$ cat src/rtl/uart_receiver.sv
// 8N1 UART receiver: 2-flop synchronized input, mid-bit sampling from a single
// bit-period counter, one-entry holding register with valid/ready handoff.
module uart_receiver #(
  parameter int CLKS_PER_BIT = 16
) (
  input  logic       clk,
  input  logic       rst,
  input  logic       rx,
  output logic [7:0] data,
  output logic       valid,
  input  logic       ready,
  output logic       framing_error,
  output logic       overrun
);

  localparam int CW = $clog2(CLKS_PER_BIT) + 1;
  localparam logic [CW-1:0] HALF_M1 = CW'(CLKS_PER_BIT / 2 - 1);
  localparam logic [CW-1:0] FULL_M1 = CW'(CLKS_PER_BIT - 1);

  typedef enum logic [1:0] {IDLE, START, DATA, STOP} state_t;

  state_t          state, state_n;
  logic            rx_m, rx_s, rx_d;
  logic [CW-1:0]   cnt, cnt_n;
  logic [2:0]      idx, idx_n;
  logic [7:0]      shreg, shreg_n;
  logic            deliver, ferr;

  always_comb begin
    state_n = state;
    cnt_n   = cnt + CW'(1);
    idx_n   = idx;
    shreg_n = shreg;
    deliver = 1'b0;
    ferr    = 1'b0;
    case (state)
      IDLE: begin
        cnt_n = '0;
        // edge-triggered so a line stuck low never re-arms the receiver
        if (rx_d && !rx_s) state_n = START;
      end
      START: begin
        if (cnt == HALF_M1) begin
          cnt_n   = '0;
          state_n = rx_s ? IDLE : DATA;
        end
      end
      DATA: begin
        if (cnt == FULL_M1) begin
          cnt_n        = '0;
          shreg_n[idx] = rx_s;
          idx_n        = idx + 3'd1;
          if (idx == 3'd7) state_n = STOP;
        end
      end
      STOP: begin
        if (cnt == FULL_M1) begin
          cnt_n   = '0;
          state_n = IDLE;
          if (rx_s) deliver = 1'b1;
          else      ferr    = 1'b1;
        end
      end
      default: state_n = IDLE;
    endcase
  end

  always_ff @(posedge clk) begin
    if (rst) begin
      rx_m          <= 1'b1;
      rx_s          <= 1'b1;
      rx_d          <= 1'b1;
      state         <= IDLE;
      cnt           <= '0;
      idx           <= '0;
      shreg         <= '0;
      data          <= 8'h00;
      valid         <= 1'b0;
      framing_error <= 1'b0;
      overrun       <= 1'b0;
    end else begin
      rx_m          <= rx;
      rx_s          <= rx_m;
      rx_d          <= rx_s;
      state         <= state_n;
      cnt           <= cnt_n;
      idx           <= idx_n;
      shreg         <= shreg_n;
      framing_error <= ferr;
      overrun       <= deliver && valid && !ready;
      // a delivery coinciding with acceptance of the old byte reloads in place
      if (deliver && (!valid || ready)) begin
        data  <= shreg;
        valid <= 1'b1;
      end else if (valid && ready) begin
        valid <= 1'b0;
      end
    end
  end

endmodule

$ cat config.mk
export PLATFORM = sky130hd
export DESIGN_NAME = uart_receiver
export DESIGN_NICKNAME = d
export VERILOG_FILES = /design/src/rtl/uart_receiver.sv
export SDC_FILE = /design/constraint.sdc
export NUM_CORES = 1
export LEC_CHECK = 0
export ABC_AREA = 1
export CAP_MARGIN = 20
export CORE_MARGIN = 4
export CORE_UTILIZATION = 59
export DETAILED_ROUTE_END_ITERATION = 16
export GPL_ROUTABILITY_DRIVEN = 0
export HOLD_SLACK_MARGIN = 0.1
export PLACE_DENSITY = 0.89
export SYNTH_ARGS = -nofsm -noshare
export SYNTH_HDL_FRONTEND = slang
export SYNTH_SLANG_ARGS = --single-unit
$ cat constraint.sdc
create_clock -name clk -period 2.75 [get_ports clk]
set_clock_uncertainty 0.2 [all_clocks]
set_input_delay 0.275 -clock clk [delete_from_list [all_inputs] [get_ports clk]]
set_output_delay 0.275 -clock clk [all_outputs]
set_load 0.05 [all_outputs]
After elaboration in Yosys (flattened, before gate mapping)
Cells that the tools add are included.
{ "totals": {"mem_count": 0, "romBits": 0, "elab_cells": 63, "regBits": 32, "input_bits": 4, "latch_bits": 0, "ramBits": 0, "output_inout_bits": 11} }
{ "classes": {"div_mod_pow": 0, "n_reduce_logical": 16, "magnitude_cmp": 2, "n_shift": 0, "add_sub_neg": 2, "multipliers": 0, "n_mux": 19, "eq_ne": 11, "n_bitwise": 2} }
{ "ops": {"columns": ["operator", "count"], "rows": [
  ["5-bit case mux with 3 select lines", 1],
  ["2-bit two-way mux", 6],
  ["5-bit two-way mux", 2],
  ["2-bit inequality test (second input constant)", 5],
  ["8-bit bitwise mux", 1],
  ["2-bit case mux with 4 select lines", 1],
  ["1-bit two-way mux", 7],
  ["1-bit logical AND", 6],
  ["5-bit by 1-bit adder with 5-bit output (second input constant)", 1],
  ["5-bit by 3-bit equality test with 1-bit output (second input constant)", 1],
  ["5-bit by 4-bit equality test with 1-bit output (second input constant)", 1],
  ["5-bit AND reduction", 1],
  ["2-bit equality test (second input constant)", 2],
  ["3-bit by 4-bit less-than comparator with 1-bit output (second input constant)", 1],
  ["3-bit by 1-bit adder with 3-bit output (second input constant)", 1],
  ["1-bit demux with 3-bit select", 1],
  ["3-bit equality test (second input constant)", 1],
  ["3-bit by 1-bit greater-or-equal comparator with 1-bit output (second input constant)", 1],
  ["1-bit logical NOT", 3],
  ["3-bit OR reduction", 1],
  ["2-bit by 1-bit equality test with 1-bit output (second input constant)", 1],
  ["2-bit logical NOT", 1],
  ["1-bit NOT", 2],
  ["2-bit AND reduction", 1],
  ["other kinds (3)", 3]
]} }

Longest topological paths before layout
Gate-level depths: netlist of run 1.
{ "depth": {"depth_word": 5, "mapped_depth": 10, "mapped_depth_nobuf": 10} }

Worst setup path before layout of run 1
No wires, ideal clock.
{ "synth_path": {"path_type": "register to register", "start": "register cnt[0]", "end": "register shreg[0]", "synth_period_minus_slack_ns": 1.543, "arrival_ns": 1.232, "stages_incl_launch_ff": 9, "setup_ns": 0.111, "n_path_buf": 0, "t_required_ns": 2.439, "path_slack_ns": 1.207, "cell_sequence": "dfxtp_1 -> ha_1 -> nand3_4 -> nor2_8 -> nand2_2 -> nor2_2 -> nand3_1 -> nand2_1 -> nor2_1"} }
{ "synth_between": {"elab_chain_cells": 2} }
{ "synth_rtl": {"columns": ["item", "line_no", "text"], "rows": [
  ["start: declaration", "24", "logic [CW-1:0] cnt, cnt_n;"],
  ["start signal: assignment", "86", "cnt <= cnt_n;"],
  ["5-bit by 4-bit equality test with 1-bit output", "49", "if (cnt == FULL_M1) begin"],
  ["2-bit AND reduction (no source line)", null, null],
  ["end signal: assignment", "88", "shreg <= shreg_n;"],
  ["end: declaration", "26", "logic [7:0] shreg, shreg_n;"]
]} }
Every way passes these cells.
A chain may end at the register's enable or synchronous reset.

Final worst setup path of run 1
{ "layout_path": {"start": "register data[5]", "end": "output data[5]"} }
{ "layout_lines": {"columns": ["item", "line_no", "text"], "rows": [
  ["start: declaration", "9", "output logic [7:0] data,"],
  ["start signal: assignment", "93", "data <= shreg;"]
]} }
No word-level cell between the ends.

==> impl_metrics.json, run 1 <==
{
  "drive_gt1_share_pct": 7.80,
  "synth.distinct_cells": 23,
  "max_freq_ghz": 0.504,
  "worst_pin_slew_ns": 0.595,
  "antenna_found_initial": 0,
  "pwr-share-comb_pct": 5.2,
  "power.total_mw": 0.816,
  "drt-total-wl_um": 2720,
  "cts_made_buffers": 5,
  "p_leak_nw": 0.759,
  "power.switching_mw": 0.187,
  "portBuffers": 14,
  "maxSlewViolCount": 0,
  "hold_path_class": "reg2reg",
  "die_h_um": 57.6,
  "yosysTopAreaCell": "dfxtp_1",
  "period_needed_ns": 1.98,
  "synth-seq-cells": 32,
  "n_antenna_cell": 0,
  "clkPwrFrac_pct": 36.6,
  "syn_nets": 209,
  "core_um2": 2280,
  "final_antenna_net_count": 0,
  "rsz0062_at_grt": "no",
  "cts.root.buffer_cell": "clkbuf_4",
  "avgSynthCellArea_um2": 7.23,
  "maxCapViolations": 0,
  "cp_cell_sequence": "clkdlybuf4s50_1",
  "p_sw_share_pct": 23.0,
  "crit_required_ns": 2.28,
  "start_util_pct": 63.8,
  "yosys.area.top_type_share_pct": 44.1,
  "viasPerCell": 5.07,
  "ctsResizeCount": 0,
  "ys.warnings.count": 0,
  "hold_viol": 0,
  "cts_max_level": 2,
  "via_count": 1246,
  "postCtsHoldBufs": 0,
  "period_share_pct": 72.1,
  "floorplan.die.width_um": 57.6,
  "intPower_mw": 0.629,
  "wire_per_inst_um": 11.1,
  "clockBufferDepth": 2,
  "synthMostInstantiatedCell": "nand2_1",
  "clock_latency_ns": 0.33,
  "grtUsageTotal_pct": 18.8,
  "cellPowerDensity_nw_per_um2": 489,
  "drc": 0,
  "clk_pin_slew_ns": 0.09,
  "seq_area_frac_synth_pct": 44.1,
  "grt_max_degree": 22,
  "cts_setup_buffers": 0,
  "slew_headroom_pct": 60.3,
  "drt_iter0_markers": 52,
  "worstPathMaxFanout": 2,
  "synth_area_leaders": "dfxtp_1 44%, nand2_1 11%, nor2_1 10%",
  "path_class": "reg2out",
  "drt_pass1_iterations": 4,
  "grt_pass1_wl_um": 4890,
  "finalNetCount": 226,
  "status": "finished, final reports clean",
  "synth_flop_cell": "dfxtp_1",
  "critPathTopFamily": "buffers and inverters",
  "setup-tns-final_ns": 0,
  "hpwl_um": 1950,
  "setup_violations": 0,
  "critPathMaxStageDelay_ns": 0.82,
  "cp_slowest_cell": "clkdlybuf4s50_1",
  "num_io_pins": 15,
  "synth_commonest_cells": "44 x nand2_1, 40 x nor2_1, 32 x dfxtp_1, 32 x inv_1, 11 x nand3_1",
  "syn_area_um2": 1450,
  "cts.sinks": 32,
  "die_area_um2": 3320,
  "grt_pass1_vias": 1165,
  "syn_inst": 201,
  "synth_edf_count": 0,
  "areaGrowthSynthToFinish_pct": 14.9,
  "peakVddDrop_v": 0.000387,
  "crit_buf_inv": 1,
  "ys_async_sr_fraction_pct": 0,
  "fill_cells": 168,
  "cp.arrival_ns": 1.51,
  "row_count": 17,
  "pwr-share-seq_pct": 58.3,
  "cts_tree": "built",
  "critPathCaptureType": "output pin",
  "grt_overflow_total": 0,
  "cp-start-kind": "flop"
}
cell type report:
cell class / instances / area, µm² / share of cell area (%)
timing repair buffer: 14 / 140 / 8.40
inverter: 33 / 124 / 7.42
sequential: 32 / 641 / 38.4
multi-input combinational: 132 / 664 / 39.8
clock buffer: 7 / 65.1 / 3.90
tap: 28 / 35.0 / 2.10
cells by family (layout without fill, tap and decap cells):
family	Yosys count	count (layout)	share of synthesized area, %
flip-flops	32	32	44.1
XOR/XNOR	1	1	0.603
AO/OA/AOI/OAI	18	18	7.58
buffers and inverters	37	54	10.2
AND/OR/NAND/NOR	109	109	34.1
adder cells (fa/ha/maj)	4	4	3.45
path summary, 6_finish.rpt:
path                 from  endpoint  depth (start not counted)  slack [ns]
hold reg to reg      rx_m      rx_s                          1        0.23
hold / removal       rx_m      rx_s                          1        0.23
setup / recovery  data[5]   data[5]                          1        0.77
setup reg to reg   cnt[0]  shreg[4]                          8        0.98
power by group through the flow:
stage | clock network, mW | logic (mW) | registers [mW]
2_1_floorplan | 0 | 0.0307 | 0.485
3_3_place_gp | 0 | 0.0398 | 0.485
3_5_place_dp | 0 | 0.0415 | 0.486
4_1_cts | 0.301 | 0.0417 | 0.475
5_1_grt | 0.324 | 0.0488 | 0.477
6_report | 0.298 | 0.0421 | 0.475
per-stage QoR:
| step | instance area (µm²) | instances | worst slack [ns] | utilization, % | hold slack, ns |
|---|---|---|---|---|---|
| 4_1_cts | 1670 | 246 | 0.765 | 73.3 | 0.230 |
| 2_1_floorplan | 1450 | 201 | 1.21 | - | 0.144 |
| 6_report | 1670 | 246 | 0.767 | 73.3 | 0.227 |
| 3_3_place_gp | 1600 | 239 | 0.904 | 70.5 | 0.201 |
| 5_1_grt | 1670 | 246 | 0.729 | 73.3 | 0.253 |
| 3_5_place_dp | 1600 | 239 | 0.829 | 70.5 | 0.205 |
routing by layer:
layer	up-vias	GRT usage [%]	wire (µm)
met1	557	22.9	1190
met5	-	0	0
li1	652	-	-
met3	6	6.68	185
met2	31	30.5	1290
met4	0	7.28	48
placed cells by master (no fill, tap or decap), drive strengths merged:
master,synthesis,layout
nand4,3,3
nor2,44,44
inv,33,33
nand3,12,12
clkbuf,2,7
ha,4,4
nand2,45,45
clkdlybuf4s50,0,14
o21ai,5,5
nor3,2,2
xor2,1,1
a21oi,5,5
o21bai,8,8
dfxtp,32,32
and2,1,1
or2,2,2
flip-flops by register name, indices dropped and copies added (netlist names), named ones only:
name and count:
overrun 1, valid 1, idx 3, state 1
rx_s 1, framing_error 1, shreg 8, rx_m 1
cnt 5, rx_d 1, data 8
(Power assumes the default switching activity.)
==> inputs of run 2 (changes only) <==
Settings changed: CORE_UTILIZATION 59 to 49, PLACE_DENSITY 0.89 to 0.8.
Clock period 2.75 ns to 1.8 ns, I/O delays scaled along.
==> run 2 against run 1 <==
Against the previous run:
- setup slack got worse by 0.60 ns
- register-to-register slack worse by 0.81 ns
- hold slack lost 0.018 ns
- sequential power grew 53%
- routed wire length decreased by 5.6%
- sequential share of layout area down 1.1 points
- core utilization is 12 points lower
- power is 72% higher
- non-clock buffer count up 4
- combinational power up 72%
- die area increased by 17%
- largest cell class unchanged
==> impl_metrics.json, run 2 (synthesized netlist as in run 1, its figures left out) <==
{
  "status": "finished, final reports clean",
  "grtUsageTotal_pct": 14.6,
  "ctsResizeCount": 0,
  "postCtsHoldBufs": 0,
  "grt_pass1_wl_um": 4510,
  "peakVddDrop_v": 0.000395,
  "maxCapViolations": 0,
  "drc": 0,
  "clk_pin_slew_ns": 0.10,
  "worst_pin_slew_ns": 0.294,
  "worstPathMaxFanout": 5,
  "cp.arrival_ns": 1.71,
  "hold_viol": 0,
  "rsz0062_at_grt": "no",
  "period_needed_ns": 1.63,
  "hold_end": "rx_m",
  "wire_per_inst_um": 10.1,
  "rrSetupSlack_ns": 0.17,
  "grt_pass1_vias": 1053,
  "clockBufferDepth": 2,
  "die_h_um": 62.4,
  "max_freq_ghz": 0.612,
  "fill_cells": 261,
  "core_um2": 2810,
  "drt-total-wl_um": 2570,
  "finalNetCount": 230,
  "via_count": 1171,
  "row_count": 19,
  "holdWs_ns": 0.209,
  "path_class": "reg2reg",
  "viasPerCell": 4.61,
  "antenna_found_initial": 0,
  "floorplan.die.width_um": 62.4,
  "drt_iter0_markers": 42,
  "hold_path_class": "in2reg",
  "critPathCaptureType": "flop",
  "cts.sinks": 32,
  "die_area_um2": 3900,
  "areaGrowthSynthToFinish_pct": 18.4,
  "start_util_pct": 51.8,
  "slew_headroom_pct": 80.3,
  "place_ws_ns": 0.118,
  "period_share_pct": 90.7,
  "drt_pass1_iterations": 4,
  "grt_overflow_total": 0,
  "p_leak_nw": 0.813,
  "clock_latency_ns": 0.32,
  "cts_max_level": 2,
  "reg2reg_to": "shreg[2]",
  "mostFrequentLayoutCells": "44 x nand2_1, 39 x nor2_1, 32 x inv_1, 32 x dfxtp_1, 15 x buf_4",
  "setup_violations": 0,
  "num_io_pins": 15,
  "final.setup.worst_slack_ns": 0.167,
  "cp-start-kind": "flop",
  "hold_start": "rx",
  "cts_setup_buffers": 0,
  "setup-tns-final_ns": 0,
  "n_antenna_cell": 0,
  "cts.root.buffer_cell": "clkbuf_4",
  "crit_required_ns": 1.87,
  "cellPowerDensity_nw_per_um2": 817,
  "portBuffers": 14,
  "top_regs": "data x8, shreg x8, cnt x5",
  "final_antenna_net_count": 0,
  "grt_max_degree": 17,
  "final_common_cell": "nand2_1",
  "hpwl_um": 1830,
  "maxSlewViolCount": 0,
  "fin_util_pct": 61.3,
  "hold_depth": 2,
  "rr_startpoint": "cnt[0]",
  "cts_made_buffers": 5,
  "cts_tree": "built",
  "drive_gt1_share_pct": 15.7,
  "reg2reg_depth": 7
}
==> run 2: worst max path at each step <==
stage                     to   start  slack [ns]
floorplan           shreg[0]  cnt[0]        0.26
global placement        flop  cnt[0]        0.15
detailed placement      flop  cnt[0]        0.12
CTS                     flop  cnt[0]        0.10
global route        shreg[5]  cnt[0]       0.008
finish              shreg[2]  cnt[0]        0.17
==> run 2: power by group <==
part / total (mW) / switching, mW / leakage, nW / internal [mW]
Clock: 0.606 / 0.238 / 0.0515 / 0.369
Sequential: 0.727 / 0.0106 / 0.258 / 0.716
Combinational: 0.0725 / 0.0433 / 0.503 / 0.0292
==> run 2: through the flow <==
stage | std cells | area (µm²) | power (mW)
2_1_floorplan | 201 | 1450 | 0.787
3_3_place_gp | 246 | 1610 | 0.813
3_5_place_dp | 246 | 1610 | 0.813
4_1_cts | 254 | 1710 | 1.42
5_1_grt | 254 | 1720 | 1.47
6_report | 254 | 1720 | 1.41
==> run 2: area by class of cell <==
type                            instances  area [µm²]  area share, %
Sequential cell                        32         641           37.2
Inverter                               33         124           7.20
Timing Repair Buffer                   18         143           8.29
Clock inverter                          1        30.0           1.75
Multi-Input combinational cell        132         679           39.5
Clock buffer                            7        65.1           3.78
Tap cell                               31        38.8           2.25
==> run 2: metal layers <==
metal	track usage (%)	vias to the layer above	part of all wire, %
met5	0	-	0
met4	7.44	0	1.1
met3	5.94	2	5.1
met2	22.1	20	45
met1	17.8	488	49
li1	-	661	-
==> run 2: worst max-delay path, cell delays in order (launching register included) <==
cell and delay, ns:
dfxtp_1 0.36, ha_2 0.23, nand4_1 0.15, nor2_1 0.16, nand2_1 0.17, o21bai_1 0.18
inv_1 0.06, nor2_1 0.07
==> inputs of run 3 (changes only) <==
Settings changed: RECOVER_POWER set to 25, SLEW_MARGIN set to 25.
==> run 3 against run 2 <==
Against the previous run:
- fmax is 0.12% higher
- clock-buffer cell count unchanged
- global-route usage unchanged
- non-clock buffer count stayed put
- sequential power is essentially flat
- clock power barely moved
- critical endpoint unchanged
==> impl_metrics.json, run 3 (synthesized netlist as in run 1, its figures left out) <==
{
  "grt_pass1_vias": 1053,
  "hold_path_class": "in2reg",
  "top_regs": "data x8, shreg x8, cnt x5",
  "period_needed_ns": 1.63,
  "row_count": 19,
  "via_count": 1173,
  "place_ws_ns": 0.118,
  "viasPerCell": 4.62,
  "rsz0062_at_grt": "no",
  "cts.sinks": 32,
  "worstPathMaxFanout": 5,
  "crit_required_ns": 1.87,
  "drt_pass1_iterations": 4,
  "final_antenna_net_count": 0,
  "peakVddDrop_v": 0.000396,
  "drt-total-wl_um": 2570,
  "critPathCaptureType": "flop",
  "met3_length_um": 118,
  "wire_per_inst_um": 10.1,
  "holdWs_ns": 0.209,
  "hpwl_um": 1830,
  "antenna_found_initial": 0,
  "portBuffers": 14,
  "cts_tree": "built",
  "final_common_cell": "nand2_1",
  "num_io_pins": 15,
  "design_area_um2": 1700,
  "clockBufferDepth": 2,
  "fin_cells": 254,
  "cts_max_level": 2,
  "slew_headroom_pct": 60.2,
  "grt_overflow_total": 0,
  "reg2reg_depth": 7,
  "clk_pin_slew_ns": 0.10,
  "cp-start-kind": "flop",
  "clock_latency_ns": 0.32,
  "n_antenna_cell": 0,
  "die_h_um": 62.4,
  "route.met2.wl_um": 1150,
  "cts.root.buffer_cell": "clkbuf_4",
  "areaGrowthSynthToFinish_pct": 16.9,
  "path_class": "reg2reg",
  "cellPowerDensity_nw_per_um2": 827,
  "finalNetCount": 230,
  "mostFrequentLayoutCells": "44 x nand2_1, 39 x nor2_1, 32 x inv_1, 32 x dfxtp_1, 11 x nand3_1",
  "setup_violations": 0,
  "cp.arrival_ns": 1.70,
  "reg2reg_to": "shreg[2]",
  "cts_made_buffers": 5,
  "rrSetupSlack_ns": 0.17,
  "status": "finished, final reports clean",
  "drt_iter0_markers": 41,
  "setup-tns-final_ns": 0,
  "max_freq_ghz": 0.613,
  "core_um2": 2810,
  "hold_viol": 0,
  "period_share_pct": 90.6,
  "drive_gt1_share_pct": 13.0,
  "postCtsHoldBufs": 0,
  "final.setup.worst_slack_ns": 0.169,
  "rr_startpoint": "cnt[0]",
  "die_area_um2": 3900,
  "floorplan.die.width_um": 62.4,
  "startpoint": "cnt[0]",
  "grt_pass1_wl_um": 4510,
  "p_leak_nw": 0.788,
  "drc": 0,
  "start_util_pct": 51.8,
  "placed_area_um2": 1610,
  "grt_max_degree": 17,
  "dr.max_layer_used": "met4",
  "maxCapViolations": 0,
  "placed_cells": 246,
  "fin_util_pct": 60.5,
  "power.total_mw": 1.40,
  "crit_end": "shreg[2]",
  "grtUsageTotal_pct": 14.6,
  "wl_met1_um": 1260,
  "maxSlewViolCount": 0,
  "worst_pin_slew_ns": 0.600
}
==> run 3: cell types whose count changed in the layout (fill, tap and decap cells not counted), sizes merged <==
cell	before	now
dlygate4sd3	0	1
buf	15	9
clkdlybuf4s50	3	2
clkbuf	7	13
==> run 3: area by class of cell <==
class                           instances  area, µm²
Fill cell                             265       1110
Clock buffer                            7       65.1
Sequential cell                        32        641
Multi-Input combinational cell        132        679
Inverter                               33        124
Clock inverter                          1       30.0
Timing Repair Buffer                   18        120
Tap cell                               31       38.8
==> run 3: worst min path at each step <==
| stage | start | endpoint | slack (ns) | cells after the start |
|---|---|---|---|---|
| finish | rx | rx_m | 0.21 | 2 |
| global route | rx | rx_m | 0.20 | 2 |
| CTS | rx | rx_m | 0.19 | 2 |
| detailed placement | rx_m | rx_s | 0.22 | 1 |
| global placement | rx_m | rx_s | 0.20 | 1 |
| floorplan | rst | idx[0] | 0.05 | 1 |
==> run 3: timing repair <==
action | in CTS | in global routing
setup buffers | 0 | 0
setup endpoints to repair | 0 | 11
resized for setup | 0 | 4
==> run 3: where the power goes <==
group          leakage (nW)  total, mW  internal, mW  switching, mW
registers             0.258      0.727         0.716         0.0106
clock network        0.0515      0.606         0.369          0.238
logic                 0.478     0.0708        0.0278         0.0430
total                 0.788       1.40          1.11          0.291
==> run 3: per-layer routing <==
metal	up-vias	track usage, %
met5	-	0
met4	0	7.44
met3	2	5.94
met2	20	22.1
met1	490	17.8
li1	661	-
==> run 3: critical path, cell delays in order (launching register included) <==
cell and delay [ns]:
dfxtp_1 0.36, ha_2 0.23, nand4_1 0.15, nor2_1 0.16, nand2_1 0.17, o21bai_1 0.18
inv_1 0.06, nor2_1 0.07
